File: config.mk
export PLATFORM = sky130hd
export DESIGN_NAME = uart_rx
export DESIGN_NICKNAME = d
export VERILOG_FILES = /design/src/rtl/uart_pkg.sv /design/src/rtl/rx_sampler.sv /design/src/rtl/uart_rx.sv
export SDC_FILE = /design/constraint.sdc
export NUM_CORES = 1
export LEC_CHECK = 0
export ABC_AREA = 0
export BUFFER_PORTS_ARGS = -buffer_cell sky130_fd_sc_hd__buf_4
export CAP_MARGIN = 20
export CORE_MARGIN = 2
export CORE_UTILIZATION = 64
export CTS_CLUSTER_SIZE = 16
export DETAILED_ROUTE_END_ITERATION = 7
export PLACE_DENSITY = 0.84
export SLEW_MARGIN = 20
export SYNTH_ARGS = -nofsm -noshare
export SYNTH_HDL_FRONTEND = slang
export SYNTH_SLANG_ARGS = --single-unit
File: constraint.sdc
create_clock -name clk -period 3.5 [get_ports clk]
set_input_delay 0.7 -clock clk [delete_from_list [all_inputs] [get_ports clk]]
set_output_delay 0.7 -clock clk [all_outputs]
set_load 0.02 [all_outputs]
File: src/rtl/uart_pkg.sv
`default_nettype none
// ============================================================================
// Module      : uart_pkg
// Description : Shared UART types and constants: receiver state encoding,
//               parity-type codes and the legal oversampling ratios.
// Revision    : 1.0 - initial release
// ============================================================================
package uart_pkg;

    typedef enum logic [2:0] {
        IDLE   = 3'd0,
        START  = 3'd1,
        DATA   = 3'd2,
        PARITY = 3'd3,
        STOP   = 3'd4
    } rx_state_e;

    // Parity type codes, common to the transmit-side parity generator
    localparam logic PAR_EVEN = 1'b0;
    localparam logic PAR_ODD  = 1'b1;

    // Supported oversampling ratios
    localparam logic [5:0] PRESCALE_8  = 6'd8;
    localparam logic [5:0] PRESCALE_16 = 6'd16;
    localparam logic [5:0] PRESCALE_32 = 6'd32;

    // Two-out-of-three majority vote
    function automatic logic maj3(input logic a, input logic b, input logic c);
        return (a & b) | (a & c) | (b & c);
    endfunction

endpackage
`default_nettype wire

File: src/rtl/rx_sampler.sv
`default_nettype none
// ============================================================================
// Module      : rx_sampler
// Description : Per-bit oversampling counter. Captures the line at the three
//               taps around mid-bit and provides the majority-voted bit, a
//               tick when that vote is ready and a tick on the last
//               oversample of the bit.
// Revision    : 1.0 - initial release
// ============================================================================
module rx_sampler
    import uart_pkg::*;
(
    input  logic       clk,
    input  logic       RST,
    input  logic       run_i,
    input  logic [5:0] prescale_i,
    input  logic       rx_i,
    output logic       bit_o,
    output logic       bit_tick_o,
    output logic       eob_tick_o
);

    logic [5:0] edge_cnt_q;
    logic [5:0] edge_cnt_d;
    logic [2:0] taps_q;
    logic [5:0] w_half;
    logic [5:0] w_last;

    assign w_half = {1'b0, prescale_i[5:1]};
    assign w_last = prescale_i - 6'd1;

    // Oversample counter: held at 0 while idle, wraps at the end of each bit
    always_comb begin
        edge_cnt_d = 6'd0;
        if (run_i && (edge_cnt_q != w_last)) begin
            edge_cnt_d = edge_cnt_q + 6'd1;
        end
    end

    // Counter register and the three mid-bit sample taps
    always_ff @(posedge clk or posedge RST) begin
        if (RST) begin
            edge_cnt_q <= 6'd0;
            taps_q     <= 3'b000;
        end else begin
            edge_cnt_q <= edge_cnt_d;
            if (run_i) begin
                if (edge_cnt_q == w_half - 6'd1) taps_q[0] <= rx_i;
                if (edge_cnt_q == w_half)        taps_q[1] <= rx_i;
                if (edge_cnt_q == w_half + 6'd1) taps_q[2] <= rx_i;
            end
        end
    end

    assign bit_o      = maj3(taps_q[0], taps_q[1], taps_q[2]);
    assign bit_tick_o = run_i && (edge_cnt_q == w_half + 6'd2);
    assign eob_tick_o = run_i && (edge_cnt_q == w_last);

endmodule
`default_nettype wire

File: src/rtl/uart_rx.sv
`default_nettype none
// ============================================================================
// Module      : uart_rx
// Description : UART receiver: start/data/parity/stop framing with majority
//               voted bits, parity and stop checking, parallel output with a
//               one-cycle valid strobe and one-cycle error strobes.
// Revision    : 1.0 - initial release
// ============================================================================
module uart_rx
    import uart_pkg::*;
#(
    parameter int IN_data = 8
)
(
    input  logic               clk,
    input  logic               RST,
    input  logic               RX_IN,
    input  logic               PAR_EN,
    input  logic               PAR_TYP,
    input  logic [5:0]         Prescale,
    output logic [IN_data-1:0] P_DATA,
    output logic               data_valid,
    output logic               par_err,
    output logic               stp_err
);

    localparam int CNT_W = (IN_data > 1) ? $clog2(IN_data) : 1;

    rx_state_e          state_q;
    logic [CNT_W-1:0]   bit_cnt_q;
    logic [IN_data-1:0] shift_q;
    logic [IN_data-1:0] p_data_q;
    logic               bit_q;
    logic               bad_q;
    logic               par_en_q;
    logic               par_typ_q;
    logic [5:0]         prescale_q;
    logic               fin_ok_q;
    logic               fin_stp_q;
    logic               data_valid_q;
    logic               par_err_q;
    logic               stp_err_q;

    logic               w_bit;
    logic               w_bit_tick;
    logic               w_eob;
    logic               w_exp_par;

    rx_sampler u_sampler (
        .clk        (clk),
        .RST        (RST),
        .run_i      (state_q != IDLE),
        .prescale_i (prescale_q),
        .rx_i       (RX_IN),
        .bit_o      (w_bit),
        .bit_tick_o (w_bit_tick),
        .eob_tick_o (w_eob)
    );

    assign w_exp_par = (^shift_q) ^ (par_typ_q == PAR_ODD);

    // Frame FSM; the frame outcome is captured at the end of the stop bit and
    // turned into a strobe on the following cycle, even if a new frame starts
    always_ff @(posedge clk or posedge RST) begin
        if (RST) begin
            state_q      <= IDLE;
            bit_cnt_q    <= '0;
            shift_q      <= '0;
            p_data_q     <= '0;
            bit_q        <= 1'b0;
            bad_q        <= 1'b0;
            par_en_q     <= 1'b0;
            par_typ_q    <= 1'b0;
            prescale_q   <= PRESCALE_8;
            fin_ok_q     <= 1'b0;
            fin_stp_q    <= 1'b0;
            data_valid_q <= 1'b0;
            par_err_q    <= 1'b0;
            stp_err_q    <= 1'b0;
        end else begin
            data_valid_q <= 1'b0;
            par_err_q    <= 1'b0;
            stp_err_q    <= 1'b0;
            fin_ok_q     <= 1'b0;
            fin_stp_q    <= 1'b0;

            if (fin_ok_q) begin
                data_valid_q <= 1'b1;
                p_data_q     <= shift_q;
            end
            if (fin_stp_q) begin
                stp_err_q <= 1'b1;
            end

            if (w_bit_tick) begin
                bit_q <= w_bit;
            end

            case (state_q)
                IDLE: begin
                    if (!RX_IN) begin
                        state_q    <= START;
                        par_en_q   <= PAR_EN;
                        par_typ_q  <= PAR_TYP;
                        prescale_q <= Prescale;
                        bad_q      <= 1'b0;
                        bit_cnt_q  <= '0;
                    end
                end
                START: begin
                    if (w_eob) begin
                        state_q <= bit_q ? IDLE : DATA;
                    end
                end
                DATA: begin
                    if (w_bit_tick) begin
                        shift_q <= {w_bit, shift_q[IN_data-1:1]};
                    end
                    if (w_eob) begin
                        if (bit_cnt_q == CNT_W'(IN_data - 1)) begin
                            bit_cnt_q <= '0;
                            state_q   <= par_en_q ? PARITY : STOP;
                        end else begin
                            bit_cnt_q <= bit_cnt_q + 1'b1;
                        end
                    end
                end
                PARITY: begin
                    if (w_eob) begin
                        if (bit_q != w_exp_par) begin
                            par_err_q <= 1'b1;
                            bad_q     <= 1'b1;
                        end
                        state_q <= STOP;
                    end
                end
                STOP: begin
                    if (w_eob) begin
                        fin_stp_q <= !bit_q;
                        fin_ok_q  <= bit_q && !bad_q;
                        if (!RX_IN) begin
                            state_q <= START;
                            bad_q   <= 1'b0;
                        end else begin
                            state_q <= IDLE;
                        end
                    end
                end
                default: state_q <= IDLE;
            endcase
        end
    end

    assign P_DATA     = p_data_q;
    assign data_valid = data_valid_q;
    assign par_err    = par_err_q;
    assign stp_err    = stp_err_q;

endmodule
`default_nettype wire

== Word-level counts from Yosys, hierarchy flattened ==
Index checks and enable logic that the tools add are counted.
W data, S select, Z words.

* Multiplexer cells: 29
* Reductions and logical operators: 19
* Equal/unequal tests: 19
* Bitwise gates (word level): 7
* Add/subtract/negate cells: 6

{| class="wikitable"
|+ Operators by type and width
! operator !! count
|-
| $mux W3 || 10
|-
| $eq A6 B6 Y1 || 4
|-
| $pmux W3 S5 || 1
|-
| $mux W1 || 14
|-
| $reduce_and A2 Y1 || 5
|-
| $ne A2 B1 Y1 const B || 4
|-
| $reduce_xor A8 Y1 || 1
|-
| $add A5 B1 Y6 const B || 1
|-
| $add A5 B2 Y6 const B || 1
|-
| $add A6 B1 Y6 const B || 1
|-
| $eq A3 B2 Y1 const B || 2
|-
| $eq A3 B3 Y1 const B || 2
|-
| $eq A6 B5 Y1 || 1
|-
| $mux W6 || 1
|-
| $ne A2 B2 Y1 const B || 3
|-
| $ne A6 B6 Y1 || 1
|-
| $pmux W3 S2 || 1
|-
| $reduce_and A6 Y1 || 1
|-
| $reduce_bool A3 Y1 || 2
|-
| $sub A5 B1 Y6 const B || 1
|-
| $sub A6 B1 Y6 const B || 1
|-
| $logic_and A1 B1 Y1 || 4
|-
| $reduce_and A4 Y1 || 1
|-
| $add A3 B1 Y3 const B || 1
|-
| 12 further kinds || 16
|}

* Input port bits: 11
* Register bits: 46

== Longest topological paths before layout ==
* Word-level depth: 6
* Depth in mapped cells: 8

== Modules after synthesis ==
From an unflattened synthesis, not the netlist that was laid out.

* Cells, all modules: 245
* Area total of the unflattened synthesis: 2691.3 sq um

{| class="wikitable"
|+ Modules (own cells, without submodules)
! module !! cells each !! area an instance (sq um) !! instances
|-
| uart_rx || 121 || 1621.6 || 1
|-
| rx_sampler || 124 || 1069.8 || 1
|}

== Worst setup path before layout ==
OpenSTA, ideal clock, no wires.

* Kind: flip-flop to flip-flop
* Start point: register prescale_q[3]
* End point: register u_sampler.taps_q[0]
* Data arrival time: 2084 ps
* Data required time: 3375 ps
* Cell stages (with the launch flop): 9
* Setup time: 125 ps
* Clock period less this slack: 2209 ps
* Slack: 1291 ps
* Path through: dfstp_2 > buf_2 > inv_1 > ha_1 > a21boi_0 > xnor2_1 > nor3_1 > o311ai_0 > mux2_2

* Cells in the longest elaborated chain, start to end: 3

{| class="wikitable"
|+ RTL lines
! item !! RTL line !! source
|-
| start: declaration || uart_rx.sv:37 || <nowiki>logic [5:0] prescale_q;</nowiki>
|-
| start signal: assignment || uart_rx.sv:105 || <nowiki>prescale_q <= Prescale;</nowiki>
|-
| $sub A5 B1 Y6 || rx_sampler.sv:48 || <nowiki>if (edge_cnt_q == w_half - 6'd1) taps_q[0] <= rx_i;</nowiki>
|-
| $eq A6 B6 Y1 || rx_sampler.sv:48 ||
|-
| $reduce_and A2 Y1 (no line) || - ||
|-
| end signal: assignment || rx_sampler.sv:48 ||
|-
| end: declaration || rx_sampler.sv:25 || <nowiki>logic [2:0] taps_q;</nowiki>
|}

No other way between the ends.
A chain may end at the register's enable or synchronous reset.

== Worst setup path after layout ==
Ends and elaborated chain as after synthesis.

==> impl_summary.txt <==
----------------------------------------------------
[Outcome]
  Status ... finished, final reports clean

[Logic synthesis]
  Fraction of synthesized cell area taken by the top area cell type ... 41.6%
  Cell types occupying the most area after synthesis ... sky130_fd_sc_hd__dfrtp_1, sky130_fd_sc_hd__mux2_2, sky130_fd_sc_hd__xnor2_1, sky130_fd_sc_hd__ha_1, sky130_fd_sc_hd__xor2_1
  Mapped cell area ... 0.00271 mm^2
  Post-Syn Nets ... 272
  Seq cells post-synth ... 46
  Cell taking the most area after synthesis ... sky130_fd_sc_hd__dfrtp_1
  Sequential fraction of the synthesis area ... 42.5%
  Instance count of the mapped netlist ... 251
  Async set-or-reset flop fraction in the synthesized netlist ... 100%
  Count of cell types in the netlist ... 57
  Most frequent cells after synthesis ... sky130_fd_sc_hd__dfrtp_1, sky130_fd_sc_hd__mux2_2, sky130_fd_sc_hd__xnor2_1
  Flip-flop cell with the highest count after synthesis ... sky130_fd_sc_hd__dfrtp_1
  Average instance area after synthesis ... 10.8 um^2
  Count leader, synth ... sky130_fd_sc_hd__dfrtp_1
  Number of enable flip-flop cells after synthesis ... 0
  Count of warnings emitted by yosys ... 0

[Critical path]
  Startpoint type of the worst setup path ... flip-flop
  Delay of the slowest cell on the worst path ... 0.65 ns
  Kind of capture point of the worst setup path ... flip-flop
  CP max-delay cell ... sky130_fd_sc_hd__dfstp_2
  Critical Path, Cell by Cell ... inv_1 -> ha_1 -> a21boi_0 -> xnor2_1 -> nor3_1 -> o311ai_0 -> mux2_2
  Worst path arrival time ... 2.61 ns
  Largest fanout on the critical path ... 11
  Data required time at the worst endpoint ... 3.69 ns
  CP Class ... flip-flop to flip-flop

[Route]
  Drt initial violations ... 84
  Max Used Layer ... met4
  Amount of wire on met2 after detailed routing ... 2490 um
  Final routed wire length divided by cell count ... 16.1 um
  Routed vias ... 1,871
  Count of unresolved DRC violations after routing ... 0
  Final wirelength ... 5100 um
  Number of optimization iterations in the first detailed-route pass ... 4
  Met1 Routed Length ... 2310 um
  Met3 wire length ... 241 um
  Avg Vias per Cell ... 5.90
  Antenna Violating Nets Remaining ... 0

[STA]
  Worst setup slack after layout ... 1.08 ns
  Setup Total Neg Slack ... 0 ns
  Setup repair after global routing missed its margin ... no
  Final critical-path share of the clock period ... 69.2%
  Final max-slew violation count ... 0
  Total count of hold-check failures in the final report ... 0
  Highest achievable clock rate ... 0.413 GHz
  Worst-case clock skew ... 0.00820 ns
  Worst hold slack across all endpoints ... 0.357 ns
  Max-slew headroom at the worst pin ... 38.1%
  Slew at the pin closest to its max-slew limit ... 0.927 ns
  Final critical-path required period ... 2.42 ns
  Final setup violating endpoints ... 0

[Worst hold path]
  Class of the worst hold path ... flip-flop to flip-flop

[Place]
  Instance area at placement ... 0.00284 mm^2
  DP Wirelength ... 3660 um
  Final RePlAce weighted congestion ... 0.804
  Placed cells ... 309
  Count of input and output buffers ... 21
  Pre-CTS WS ... 1.11 ns

[CTS]
  Clock insertion delay at the later pin of the skew report ... 0.30 ns
  Number of gates given a new drive strength after cts ... 0
  Number of buffers added by the clock tree synthesis step ... 5
  CTS tree ... built
  Worst-case clock buffer depth ... 2
  CTS hold repair buffers ... 0
  Post-CTS Setup Bufs ... 0
  Clock transition time at the flip-flop clock pins of the worst setup and hold paths ... 0.09 ns
  Clock root cell ... sky130_fd_sc_hd__clkbuf_8
  Clk sink count ... 46
  H-tree lvl count ... 2

[Cells and area]
  Post-route cell area ... 0.00296 mm^2
  Number of cells in the finished layout apart from fillers ... 317
  Number of diodes added for antenna fixing ... 0
  Fraction of final layout cells with drive strength greater than 1 ... 25.5%
  Layout Area Growth over Synthesis ... 9.10%
  Final #Nets ... 287

[Pwr]
  Leakage power of the design ... 0.00133 uW
  Worst ir drop on vdd ... 0.564 mV
  Power density over cell area ... 777 mW/mm^2

[Flow run]
  Number of max-capacitance violations reported ... 0

[GRT]
  Vias in the first global route ... 1,766
  Number of antenna violations at the first check in global routing ... 0
  Wire length of the first global-routing pass ... 8620 um
  Global route total overflow ... 0
  Pin count of the biggest net entering global routing ... 47
  Combined global-route utilization of all metal layers ... 22.5%

[Die]
  Boundary pin count ... 22
  Die boundary height ... 69.1 um
  Total die area ... 0.00477 mm^2
  Standard cell core area ... 0.00403 mm^2
  Chip width ... 69.1 um
  FP Rows ... 23
  Initial Util ... 67.3%

----------------------------------------------------
per-stage QoR:
stage / total power (uW) / utilization [%]
5_1_grt: 2470 / 73.4
2_1_floorplan: 1730 / -
3_5_place_dp: 1890 / 70.6
3_3_place_gp: 1860 / 70.6
6_report: 2300 / 73.4
4_1_cts: 2300 / 73.4
report_power, final:
| group | switching, uW | total, uW | internal, uW |
|---|---|---|---|
| Sequential | 228 | 876 | 648 |
| Clock | 186 | 400 | 214 |
| Combinational | 535 | 1020 | 486 |
registers in the layout (all words and copies together), names as in the netlist, 3 cells and up:
| register | flops |
|---|---|
| u_sampler.taps_q | 3 |
| state_q | 3 |
| bit_cnt_q | 3 |
| P_DATA | 8 |
| u_sampler.edge_cnt_q | 6 |
| shift_q | 8 |
| prescale_q | 6 |
logic make-up after synthesis:
group / synth area share (%)
simple gates: 15.4
flops: 42.5
compound gates: 10.7
xor+xnor: 11.5
buf+inv: 4.99
mux: 9.93
fa+ha+maj: 4.99
area by class of cell:
| cell class | instances | area (um^2) |
|---|---|---|
| inverters | 11 | 41.3 |
| clock inverters | 3 | 43.8 |
| fillers | 275 | 1070 |
| repair buffers | 22 | 165 |
| flip-flops and latches | 46 | 1150 |
| well taps | 50 | 62.6 |
| clock buffers | 5 | 68.8 |
| multi-input cells | 180 | 1420 |
worst max-delay path, delay by kind of cell, from the launching register on:
kind | cells | cell delay [ns]
AO/OA/AOI/OAI | 2 | 0.68
flip-flops | 1 | 0.65
multiplexers | 1 | 0.38
adder cells (fa/ha/maj) | 1 | 0.24
XOR/XNOR | 1 | 0.16
buffers and inverters | 1 | 0.13
AND/OR/NAND/NOR | 1 | 0.06
layout by cell type, fill, tap and decap left out, types with 2 or more instances in the layout:
cell,count
sky130_fd_sc_hd__nand2_1,16
sky130_fd_sc_hd__nand2b_1,5
sky130_fd_sc_hd__nor2b_1,4
sky130_fd_sc_hd__o31ai_1,2
sky130_fd_sc_hd__mux2_2,23
sky130_fd_sc_hd__ha_1,10
sky130_fd_sc_hd__nand3_1,7
sky130_fd_sc_hd__clkbuf_8,5
sky130_fd_sc_hd__a211oi_1,4
sky130_fd_sc_hd__and2_1,4
sky130_fd_sc_hd__dfrtp_1,45
sky130_fd_sc_hd__nor3_1,11
sky130_fd_sc_hd__nor3_2,2
sky130_fd_sc_hd__a21oi_1,5
sky130_fd_sc_hd__a311oi_1,2
sky130_fd_sc_hd__o21ai_0,11
sky130_fd_sc_hd__inv_1,10
sky130_fd_sc_hd__nor2_1,12
sky130_fd_sc_hd__xnor2_1,21
sky130_fd_sc_hd__buf_4,22
sky130_fd_sc_hd__nor4_2,2
sky130_fd_sc_hd__xor2_1,7
worst paths after layout:
check	start	endpoint	slack (ns)	cells after the start
max in group asynchronous	RST	u_sampler.edge_cnt_q[4]	2.31	2
worst max register to register	prescale_q[3]	u_sampler.taps_q[0]	1.08	7
min in group asynchronous	RST	P_DATA[7]	0.61	2
worst min register to register	fin_stp_q	stp_err	0.36	0
worst max-delay path	prescale_q[3]	u_sampler.taps_q[0]	1.08	7
worst min-delay path	fin_stp_q	stp_err	0.36	0
routing by layer:
layer	GRT usage (%)	vias to the layer above
met3	4.53	5
met1	30.8	917
met4	5.88	0
met5	0	-
li1	-	901
met2	36.8	48
(Power assumes the default switching activity.)
